[src/rtl/camera_scroll_ctrl.sv]
// camera_scroll_ctrl: follows the player's world height one level at a time.
// A level crossing seen on an accepted frame tick starts a frame-stepped
// scroll; camera_y*LEVEL_HEIGHT + camera_offset rises or falls monotonically
// until the scroll settles, then level_changed pulses for one cycle.
module camera_scroll_ctrl #(
   parameter int PHY_WIDTH    = 16,
   parameter int CAMERA_WIDTH = 6,
   parameter int LEVEL_HEIGHT = 480,
   parameter int SCROLL_STEP  = 32,
   parameter int MAX_LEVEL    = 63
) (
   input  logic                    clk,
   input  logic                    rst,
   input  logic                    frame_tick,
   input  logic                    freeze,
   input  logic [PHY_WIDTH-1:0]    player_y,
   output logic [CAMERA_WIDTH-1:0] camera_y,
   output logic [PHY_WIDTH-1:0]    camera_offset,
   output logic                    scrolling,
   output logic                    level_changed
);

   localparam logic [PHY_WIDTH:0]      LH_W      = (PHY_WIDTH+1)'(LEVEL_HEIGHT);
   localparam logic [PHY_WIDTH:0]      SS_W      = (PHY_WIDTH+1)'(SCROLL_STEP);
   localparam logic [PHY_WIDTH-1:0]    LH_P      = PHY_WIDTH'(LEVEL_HEIGHT);
   localparam logic [PHY_WIDTH-1:0]    SS_P      = PHY_WIDTH'(SCROLL_STEP);
   localparam logic [CAMERA_WIDTH-1:0] MAX_C     = CAMERA_WIDTH'(MAX_LEVEL);
   localparam logic [CAMERA_WIDTH-1:0] ONE_C     = CAMERA_WIDTH'(1);
   localparam bit                      UP_INSTANT = (SCROLL_STEP >= LEVEL_HEIGHT);
   localparam int                      DOWN_START_I =
      (SCROLL_STEP >= LEVEL_HEIGHT) ? 0 : (LEVEL_HEIGHT - SCROLL_STEP);
   localparam logic [PHY_WIDTH-1:0]    DOWN_START = PHY_WIDTH'(DOWN_START_I);

   typedef enum logic [1:0] {
      SETTLED     = 2'd0,
      SCROLL_UP   = 2'd1,
      SCROLL_DOWN = 2'd2
   } state_t;

   state_t               state;
   logic [PHY_WIDTH-1:0] level_base;

   logic                 tick;
   logic [PHY_WIDTH:0]   player_ext;
   logic [PHY_WIDTH:0]   base_ext;
   logic [PHY_WIDTH:0]   top_ext;
   logic [PHY_WIDTH:0]   up_sum;
   logic                 go_up;
   logic                 go_down;
   logic                 up_done;
   logic                 down_done;

   // Level-crossing and scroll-completion decisions, one bit wider than the world
   always_comb begin
      tick       = frame_tick && !freeze;
      player_ext = {1'b0, player_y};
      base_ext   = {1'b0, level_base};
      top_ext    = base_ext + LH_W;
      up_sum     = {1'b0, camera_offset} + SS_W;
      go_up      = (player_ext >= top_ext) && (camera_y < MAX_C);
      go_down    = (player_ext < base_ext) && (camera_y != '0);
      up_done    = (up_sum >= LH_W);
      down_done  = (camera_offset <= SS_P);
   end

   // Scroll FSM with registered outputs; only accepted ticks advance it
   always_ff @(posedge clk) begin
      if (rst) begin
         state         <= SETTLED;
         level_base    <= '0;
         camera_y      <= '0;
         camera_offset <= '0;
         scrolling     <= 1'b0;
         level_changed <= 1'b0;
      end else begin
         level_changed <= 1'b0;
         if (tick) begin
            case (state)
               SETTLED: begin
                  if (go_up) begin
                     if (UP_INSTANT) begin
                        camera_y      <= camera_y + ONE_C;
                        level_base    <= level_base + LH_P;
                        camera_offset <= '0;
                        level_changed <= 1'b1;
                     end else begin
                        state         <= SCROLL_UP;
                        scrolling     <= 1'b1;
                        camera_offset <= SS_P;
                     end
                  end else if (go_down) begin
                     // The level index drops at the start of a down-scroll so
                     // the offset can count down from just under a full level.
                     camera_y   <= camera_y - ONE_C;
                     level_base <= level_base - LH_P;
                     if (DOWN_START == '0) begin
                        camera_offset <= '0;
                        level_changed <= 1'b1;
                     end else begin
                        state         <= SCROLL_DOWN;
                        scrolling     <= 1'b1;
                        camera_offset <= DOWN_START;
                     end
                  end
               end
               SCROLL_UP: begin
                  if (up_done) begin
                     state         <= SETTLED;
                     scrolling     <= 1'b0;
                     camera_y      <= camera_y + ONE_C;
                     level_base    <= level_base + LH_P;
                     camera_offset <= '0;
                     level_changed <= 1'b1;
                  end else begin
                     camera_offset <= camera_offset + SS_P;
                  end
               end
               SCROLL_DOWN: begin
                  if (down_done) begin
                     state         <= SETTLED;
                     scrolling     <= 1'b0;
                     camera_offset <= '0;
                     level_changed <= 1'b1;
                  end else begin
                     camera_offset <= camera_offset - SS_P;
                  end
               end
               default: begin
                  state     <= SETTLED;
                  scrolling <= 1'b0;
               end
            endcase
         end
      end
   end

endmodule
[config.mk]
export PLATFORM = sky130hd
export DESIGN_NAME = camera_scroll_ctrl
export DESIGN_NICKNAME = d
export VERILOG_FILES = /design/src/rtl/camera_scroll_ctrl.sv
export SDC_FILE = /design/constraint.sdc
export NUM_CORES = 1
export LEC_CHECK = 0
export CORE_AREA = 5 5 80 89
export DETAILED_ROUTE_END_ITERATION = 8
export DIE_AREA = 0 0 85 94
export PLACE_DENSITY = 0.79
export SKIP_CTS_REPAIR_TIMING = 1
export SYNTH_ARGS = -nofsm -noshare
export SYNTH_HDL_FRONTEND = slang
export SYNTH_SLANG_ARGS = --single-unit
[constraint.sdc]
create_clock -name clk -period 4.4 [get_ports clk]
set_input_delay 0.66 -clock clk [delete_from_list [all_inputs] [get_ports clk]]
set_output_delay 0.66 -clock clk [all_outputs]
set_load 0.03 [all_outputs]
==> flow_summary.ini, run 1 <==
[outcome]
outcome = completed

[finish]
antenna_cells_inserted = 0
final-seq-area_sq_um = 641
area_growth_syn_to_layout_pct = 15.5
layout.filler_cells = 548
multi_input_comb_area_sq_um = 2470
fin_area_sq_um = 3820
drive_gt1_share_pct = 9.03
final_common_cell = sky130_fd_sc_hd__ha_1
finish.utilization_pct = 62.8
final_cells = 512
mostFrequentLayoutCells = 43 x sky130_fd_sc_hd__ha_1, 39 x sky130_fd_sc_hd__nor2_1, 38 x sky130_fd_sc_hd__clkdlybuf4s50_1
count_of_nets_after_finishing = 496

[yosys]
post_synth.cell_area_avg_sq_um = 8.34
synth-seq-cells = 32
synthDistinctLibCells = 81
mappedNetlistArea_sq_um = 3310
async_reset_ff_share_pct = 0
synth.yosys.warnings = 0
postSynthCellCount = 397
post_synth_edffs = 0
synth_sequential_area_ratio_pct = 19.4
flip_flop_cell_with_the_highest_count_after_synthesis = sky130_fd_sc_hd__dfxtp_1

[worst_setup_path]
critical_path.reg2reg.startpoint = level_base[5]
timing.critical_path.to_type = flip-flop
worst_setup_path_start_kind = flip-flop
timing.setup.critical_path_class = reg -> reg
worst_ep_arrival_time_ps = 4060
data_required_time_at_the_worst_endpoint_ps = 4620
critical_path.max_fanout = 18
reg2regPathDepth = 15
cp-startpoint = level_base[5]

[drt]
vias = 3004
detail_route.first_pass.iterations = 4
detailed_route_wire_length_mm = 7.30
antenna_violating_nets_post_route = 0
route.detailed.vias_per_inst = 5.87
drt_first_iter_violations = 106
average_wire_per_cell_in_the_routed_design_um = 14.3
drc = 0

[sta]
finalCritPeriodShare_pct = 87.2
setup_slack_ps = 564
finalClockSkew_ps = 3.40
finalSetupTns_ps = 0
timing.hold.ws_ps = 502
report.final.setup_viol = 0
tightestPinTransition_ps = 562
period_needed_ps = 3840
fmax_mhz = 261
max-slew-margin-rel_pct = 62.3
timing_hold_violations_final = 0
report.final.slew_viol_count = 0
rsz_0062_raised_after_global_routing = no

[global_routing]
grt_pass1_vias = 2867
grt_antenna_before_repair = 0
grt_util_all_layers_pct = 18.4
grt_pass1_wl_mm = 12.4
maximum_number_of_pins_on_one_net_before_global_route_repair = 26
gr-total-overflow = 0

[power_and_ir_drop]
cellLeakagePower_nw = 1.49
total_power_uw = 889
ir_drop_v = 0.000129
power_per_cell_area_nw_per_um2 = 233

[clock_network]
cts_max_level = 2
cts.sinks = 32
cts.root.buffer_cell = sky130_fd_sc_hd__clkbuf_8
clock_insertion_delay_worst_skew_ps = 280
clk_path_buf_depth = 2
numCtsBuffers = 5
clkTransAtPathRegs_ps = 70
cts_tree = done

[place]
place_worst_setup_slack_ps = 630
port-buffer-count = 38
place_area_sq_um = 3710
half_perimeter_wire_length_after_detailed_placement_mm = 5.82
gp_routability_congestion = 0.891
placedCellCount = 504

[die]
die_width_um = 85
row_count = 30
die-area_sq_um = 7990
die-height_um = 94
top_level_ports = 44
initial_utilization_pct = 54.4
core_box_area_sq_um = 6080

[worst_hold_path]
hold_start = scrolling
hold-path-cell-count = 2
hp-class = reg -> reg

[run]
max-cap-violations = 0
## power breakdown
| group | internal (mW) | switching (mW) |
|---|---|---|
| Clock | 0.167 | 0.109 |
| Combinational | 0.131 | 0.163 |
| Sequential | 0.300 | 0.0197 |
## kinds of logic (layout without fill, tap and decap cells)
logic type	count (synthesis)	after routing	share of synthesized area (%)
flip-flops	32	32	19.4
XOR/XNOR	25	25	6.62
AO/OA/AOI/OAI	98	98	23.4
multiplexers	13	13	4.12
buffers and inverters	44	75	6.69
other	1	5	0.113
AND/OR/NAND/NOR	139	139	22.3
adder cells (fa/ha/maj)	45	45	17.5
## worst max-delay path, stage by stage (launching register included)
cell and delay [ps]:
sky130_fd_sc_hd__dfxtp_1 440, sky130_fd_sc_hd__inv_1 130, sky130_fd_sc_hd__ha_1 240, sky130_fd_sc_hd__and3_1 210
sky130_fd_sc_hd__nor3_1 330, sky130_fd_sc_hd__nand3_1 150, sky130_fd_sc_hd__xnor2_1 150, sky130_fd_sc_hd__ha_1 300
sky130_fd_sc_hd__nand4_1 100, sky130_fd_sc_hd__o41ai_2 500, sky130_fd_sc_hd__a21oi_4 140, sky130_fd_sc_hd__a311oi_4 320
sky130_fd_sc_hd__nor4b_2 130, sky130_fd_sc_hd__buf_4 260, sky130_fd_sc_hd__mux2_4 320, sky130_fd_sc_hd__nor2_2 70
## cell usage after synthesis (all sizes together) (2+ instances only)
library cell  instances  area [sq um]
o211ai                4          30.0
nand3                 9          45.0
a31oi                 3          25.0
o2111ai               3          26.3
o21a                  3          23.8
xor2                  3          26.3
nand2                21          78.8
clkbuf                2          7.51
a21oi                21           116
buf                  16           116
mux2i                11           110
o311a                 2          20.0
dfxtp                32           641
mux2                  2          26.3
a2111oi               2          17.5
nor2b                13          81.3
a211o                 5          45.0
ha                   43           538
nor4                  2          27.5
and4                  3          28.8
a21o                  7          52.6
nor3                 19          95.1
o21ai                20           104
and2                  2          12.5
nand4                 8          50.1
and3                  6          38.8
o22ai                 2          18.8
nand2b                2          12.5
nor2                 41           159
a311oi                4          76.3
fa                    2          40.0
a211oi                4          40.0
or2                   2          12.5
o21bai                2          15.0
or3b                  2          17.5
or2b                  3          26.3
xnor2                22           193
or3                   2          13.8
inv                  25          93.8
## final cells by class
type | count | share of cell area (%)
Multi-Input combinational cell | 325 | 64.6
Sequential cell | 32 | 16.8
Timing Repair Buffer | 41 | 10.5
Tap cell | 80 | 2.62
Inverter | 26 | 2.55
Clock buffer | 5 | 1.80
Clock inverter | 3 | 1.11
## worst paths after layout
path	end	slack (ps)
worst max-delay path	level_base[14]	560
worst max register to register	level_base[14]	560
worst min-delay path	scrolling	500
worst min register to register	scrolling	500
## routing by layer
metal / part of all wire (%) / vias to the layer above / routed length [um] / track usage (%)
met5: 0 / - / 0 / 0
met4: 1.2 / 0 / 85 / 4.75
met3: 3.5 / 9 / 256 / 2.54
met2: 54 / 63 / 3970 / 36.3
met1: 41 / 1416 / 2990 / 20.1
li1: - / 1516 / - / -
## flip-flops by register name, summed over array words and instances (netlist names)
signal and flops:
scrolling 1, level_base 11, camera_offset 11, camera_y 6, level_changed 1, state 2
Power figures use the tool's default switching activity.
==> run 2, diff against run 1 <==
- CORE_AREA: 5 5 80 89 -> 2 2 77 86
- DIE_AREA: 0 0 85 94 -> 0 0 79 88
- TNS_END_PERCENT: not set -> 30
==> run 2 against run 1 <==
Final cell count unchanged; first-iteration DRC count up 67%; sequential share of layout area hardly changed; die area down 13%; power up 0.82%; design area barely moved; flip-flop and latch count unchanged; combinational power barely moved; routed wire length up 3.5%; critical path type unchanged; largest cell class unchanged; highest routed layer unchanged.
==> flow_summary.ini, run 2 (synthesis results as in run 1) <==
[outcome]
outcome = completed

[global_routing]
gr-total-overflow = 0
grt_util_all_layers_pct = 23.2
grt_pass1_wl_mm = 13.2
maximum_number_of_pins_on_one_net_before_global_route_repair = 26
grt_antenna_before_repair = 0
grt_pass1_vias = 3092

[clock_network]
cts.root.buffer_cell = sky130_fd_sc_hd__clkbuf_8
cts_max_level = 2
clk_path_buf_depth = 2
numCtsBuffers = 5
clkTransAtPathRegs_ps = 70
cts_tree = done
clock_insertion_delay_worst_skew_ps = 290
cts.sinks = 32

[finish]
drive_gt1_share_pct = 8.80
layout.filler_cells = 558
area_growth_syn_to_layout_pct = 15.3
largestRegisters = camera_offset (11), level_base (11), camera_y (6)
count_of_nets_after_finishing = 496
antenna_cells_inserted = 0
mostFrequentLayoutCells = 43 x sky130_fd_sc_hd__ha_1, 39 x sky130_fd_sc_hd__nor2_1, 38 x sky130_fd_sc_hd__clkdlybuf4s50_1
final_common_cell = sky130_fd_sc_hd__ha_1

[worst_setup_path]
timing.critical_path.mode_cell = sky130_fd_sc_hd__ha_1
regToRegSetupSlack_ps = 570
critical_path.reg2reg.startpoint = level_base[5]
timing.critical_path.to_type = flip-flop
slowest_delay_ps = 440
rr_endpoint = level_base[14]
timing.setup.critical_path_class = reg -> reg
worst_ep_arrival_time_ps = 4060
worst_setup_path_start_kind = flip-flop
reg2regPathDepth = 15
crit_path_cell_trace = inv_1, ha_1, and3_1, nor3_1, nand3_1, xnor2_1, ha_1, nand4_1, o41ai_2, a21oi_4, a311oi_4, nor4b_2, buf_4, mux2_4, nor2_2
timing.critical_path.slowest_stage_cell = sky130_fd_sc_hd__dfxtp_1
critical_path.max_fanout = 18
data_required_time_at_the_worst_endpoint_ps = 4630

[place]
half_perimeter_wire_length_after_detailed_placement_mm = 5.87
port-buffer-count = 38
gp_routability_congestion = 0.896

[sta]
finalSetupTns_ps = 0
finalClockSkew_ps = 3.83
report.final.slew_viol_count = 0
rsz_0062_raised_after_global_routing = no
report.final.setup_viol = 0
timing_hold_violations_final = 0
tightestPinTransition_ps = 545
max-slew-margin-rel_pct = 63.4
period_needed_ps = 3830
finalCritPeriodShare_pct = 87.1
fmax_mhz = 261

[die]
top_level_ports = 44
die-height_um = 88
core_box_area_sq_um = 6080
die_width_um = 79
die-area_sq_um = 6950
initial_utilization_pct = 54.4
row_count = 30

[worst_hold_path]
hp-class = reg -> reg
min_to = scrolling
hold-path-cell-count = 2
hold_start = scrolling

[drt]
drc = 0
vias = 3023
drt_first_iter_violations = 177
route.detailed.vias_per_inst = 5.90
detail_route.first_pass.iterations = 4
average_wire_per_cell_in_the_routed_design_um = 14.7
detailed_route_wire_length_mm = 7.55
antenna_violating_nets_post_route = 0

[power_and_ir_drop]
ir_drop_v = 0.000183
total_power_uw = 896
cellLeakagePower_nw = 1.49
power_per_cell_area_nw_per_um2 = 235

[run]
max-cap-violations = 0
==> run 2: changes by cell type in the layout (fill, tap and decap cells not counted), sizes merged <==
cell      previous run  this run
clkinvlp             1         0
clkbuf               5         6
==> run 2: layout make-up <==
cell class              count  area [sq um]  area share, %
inverters                  26          97.6           2.56
clock inverters             2          35.0          0.918
flip-flops and latches     32           641           16.8
well taps                  80           100           2.62
clock buffers               6          72.6           1.90
repair buffers             41           403           10.6
multi-input cells         325          2470           64.7
==> run 2: per-stage QoR <==
| step | area [sq um] | utilization [%] | cells | worst slack [ps] | hold WS (ps) |
|---|---|---|---|---|---|
| after floorplan | 3320 | - | 401 | 994 | 472 |
| final | 3820 | 62.8 | 512 | 568 | 504 |
| after CTS | 3820 | 62.8 | 512 | 588 | 503 |
| after detailed placement | 3710 | 61.0 | 504 | 625 | 493 |
| after global placement | 3710 | 61.0 | 504 | 771 | 496 |
| after global routing | 3820 | 62.8 | 512 | 330 | 547 |
==> run 2: worst max-delay path by stage <==
| stage | start | endpoint | slack (ps) | cells after the start |
|---|---|---|---|---|
| after floorplan | level_base[5] | camera_offset[10] | 990 | 14 |
| after global placement | player_y[5] | level_base[14] | 770 | 11 |
| after detailed placement | level_base[5] | level_base[14] | 620 | 15 |
| after CTS | level_base[5] | level_base[14] | 590 | 15 |
| after global routing | level_base[5] | level_base[14] | 330 | 15 |
| final | level_base[5] | level_base[14] | 570 | 15 |
==> run 2: routing by layer <==
layer,up-vias,global-route usage (%),wire (um)
li1,1517,-,-
met1,1431,24.4,3060
met2,64,46.5,4160
met3,11,3.40,234
met4,0,7.99,90
met5,-,0,0
==> run 2: critical path: cells and delay by family (launching register included) <==
kind,cells,cell delay [ps]
adder cells (fa/ha/maj),2,530
AND/OR/NAND/NOR,6,1340
AO/OA/AOI/OAI,3,500
buffers and inverters,2,500
multiplexers,1,330
XOR/XNOR,1,150
flip-flops,1,440
==> run 2: where the power goes <==
group          total, mW  switching (mW)  internal, mW
clock network      0.282           0.114         0.168
logic              0.296           0.165         0.131
registers          0.319          0.0195         0.300
==> run 3, diff against run 2 <==
- CORE_AREA: 2 2 77 86 -> 2 2 95 106
- DIE_AREA: 0 0 79 88 -> 0 0 97 108
- PLACE_DENSITY: 0.79 -> not set
==> run 3 against run 2 <==
Register-to-register slack got worse by 20 ps; die area rose by 51%; global-route usage fell by 7.7 points; power rose by 0.21%; final cell count rose by 7.6%; clock-buffer cell count did not move; critical path type unchanged.
==> flow_summary.ini, run 3 (synthesis results as in run 1) <==
[outcome]
outcome = completed

[sta]
timing_hold_violations_final = 0
finalSetupTns_ps = 0
period_needed_ps = 3850
fmax_mhz = 260
timing.hold.ws_ps = 509
tightestPinTransition_ps = 571
report.final.slew_viol_count = 0
finalClockSkew_ps = 8.38
max-slew-margin-rel_pct = 61.7
finalCritPeriodShare_pct = 87.6
setup_slack_ps = 548
rsz_0062_raised_after_global_routing = no
report.final.setup_viol = 0

[worst_hold_path]
hp-class = reg -> reg
min_to = scrolling
hold-path-cell-count = 2
hold_start = scrolling

[worst_setup_path]
data_required_time_at_the_worst_endpoint_ps = 4570
critical_path.max_fanout = 11
worst_ep_arrival_time_ps = 4020
timing.critical_path.to_type = flip-flop
reg2regPathDepth = 15
regToRegSetupSlack_ps = 550
timing.setup.critical_path_class = reg -> reg
critical_path.reg2reg.startpoint = level_base[5]
rr_endpoint = level_base[15]
worst_setup_path_start_kind = flip-flop

[drt]
detailed_route_wire_length_mm = 8.00
drt_first_iter_violations = 85
vias = 2973
average_wire_per_cell_in_the_routed_design_um = 14.5
antenna_violating_nets_post_route = 0
drc = 0
detail_route.first_pass.iterations = 4
route.detailed.vias_per_inst = 5.40

[place]
port-buffer-count = 38
half_perimeter_wire_length_after_detailed_placement_mm = 6.39
placedCellCount = 543
gp_routability_congestion = 0.854
place_worst_setup_slack_ps = 574

[power_and_ir_drop]
internal_power_uw = 599
clock_power_share_pct = 31.2
switching_share_pct = 33.3
cellLeakagePower_nw = 1.51
power.share.sequential_pct = 35.6
switchingPower_uw = 299
ir_drop_v = 0.000106
power_per_cell_area_nw_per_um2 = 232
comb_power_share_pct = 33.2

[die]
row_count = 37
die_width_um = 97
top_level_ports = 44
initial_utilization_pct = 35.6
core_box_area_sq_um = 9310
die-height_um = 108
die-area_sq_um = 10500

[clock_network]
cts.root.buffer_cell = sky130_fd_sc_hd__clkbuf_8
clock_insertion_delay_worst_skew_ps = 290
cts.sinks = 32
cts_tree = done
clkTransAtPathRegs_ps = 70
clk_path_buf_depth = 2
numCtsBuffers = 5
cts_max_level = 2

[finish]
antenna_cells_inserted = 0
count_of_nets_after_finishing = 498
multi_input_comb_area_sq_um = 2470
layout.filler_cells = 955
final-seq-area_sq_um = 641
area_growth_syn_to_layout_pct = 17.2
drive_gt1_share_pct = 9.22
final_common_cell = sky130_fd_sc_hd__ha_1
mostFrequentLayoutCells = 43 x sky130_fd_sc_hd__ha_1, 39 x sky130_fd_sc_hd__nor2_1, 38 x sky130_fd_sc_hd__clkdlybuf4s50_1
final_cells = 551
largestRegisters = camera_offset (11), level_base (11), camera_y (6)

[global_routing]
grt_pass1_wl_mm = 13.6
grt_antenna_before_repair = 0
grt_util_all_layers_pct = 15.5
maximum_number_of_pins_on_one_net_before_global_route_repair = 26
gr-total-overflow = 0
grt_pass1_vias = 2886

[run]
max-cap-violations = 0
run 3: changes by cell type in the layout (fill, tap and decap cells not counted), sizes merged:
cell,change
buf,+2
run 3: critical path, cell delays in order (launching register included):
cell	delay, ps
sky130_fd_sc_hd__dfxtp_1	440
sky130_fd_sc_hd__inv_1	130
sky130_fd_sc_hd__ha_1	240
sky130_fd_sc_hd__and3_1	210
sky130_fd_sc_hd__nor3_1	310
sky130_fd_sc_hd__nand3_1	150
sky130_fd_sc_hd__xnor2_1	160
sky130_fd_sc_hd__ha_1	300
sky130_fd_sc_hd__nand4_1	100
sky130_fd_sc_hd__o41ai_2	490
sky130_fd_sc_hd__a21oi_4	140
sky130_fd_sc_hd__a311oi_4	310
sky130_fd_sc_hd__nor4b_2	90
sky130_fd_sc_hd__buf_4	210
sky130_fd_sc_hd__nor2b_1	150
sky130_fd_sc_hd__mux2_1	320
run 3: final cells by class:
type                       count  area share (%)
clock buffer                   6            1.87
inverter                      26            2.52
timing repair buffer          43            10.8
clock inverter                 2           0.903
tap                          117            3.77
sequential                    32            16.5
multi-input combinational    325            63.6
run 3: through the flow:
step	utilization, %	cell area [sq um]	total power, mW
detailed placement	40.5	3770	0.623
global route	41.7	3880	0.953
floorplan	-	3320	0.543
finish	41.7	3880	0.898
global placement	40.5	3770	0.618
CTS	41.7	3880	0.906
run 3: worst max path at each step:
stage | slack, ps | cells after the start | endpoint | startpoint
after floorplan | 990 | 14 | camera_offset[10] | level_base[5]
after global placement | 680 | 15 | level_base[15] | level_base[5]
after detailed placement | 570 | 15 | level_base[15] | level_base[5]
after CTS | 540 | 15 | level_base[15] | level_base[5]
after global routing | 240 | 16 | level_base[5] | level_base[5]
final | 550 | 15 | level_base[15] | level_base[5]
run 3: power by group through the flow:
stage	sequential, mW	clock, mW	combinational [mW]
floorplan	0.328	0	0.215
global placement	0.326	0	0.292
global route	0.322	0.300	0.330
CTS	0.320	0.288	0.299
finish	0.320	0.280	0.298
detailed placement	0.327	0	0.296
run 3: metal layers:
| metal | GRT usage [%] | part of all wire (%) |
|---|---|---|
| met5 | 0 | 0 |
| met4 | 4.53 | 1.9 |
| met3 | 2.71 | 3.1 |
| met2 | 29.1 | 51 |
| met1 | 18.2 | 44 |
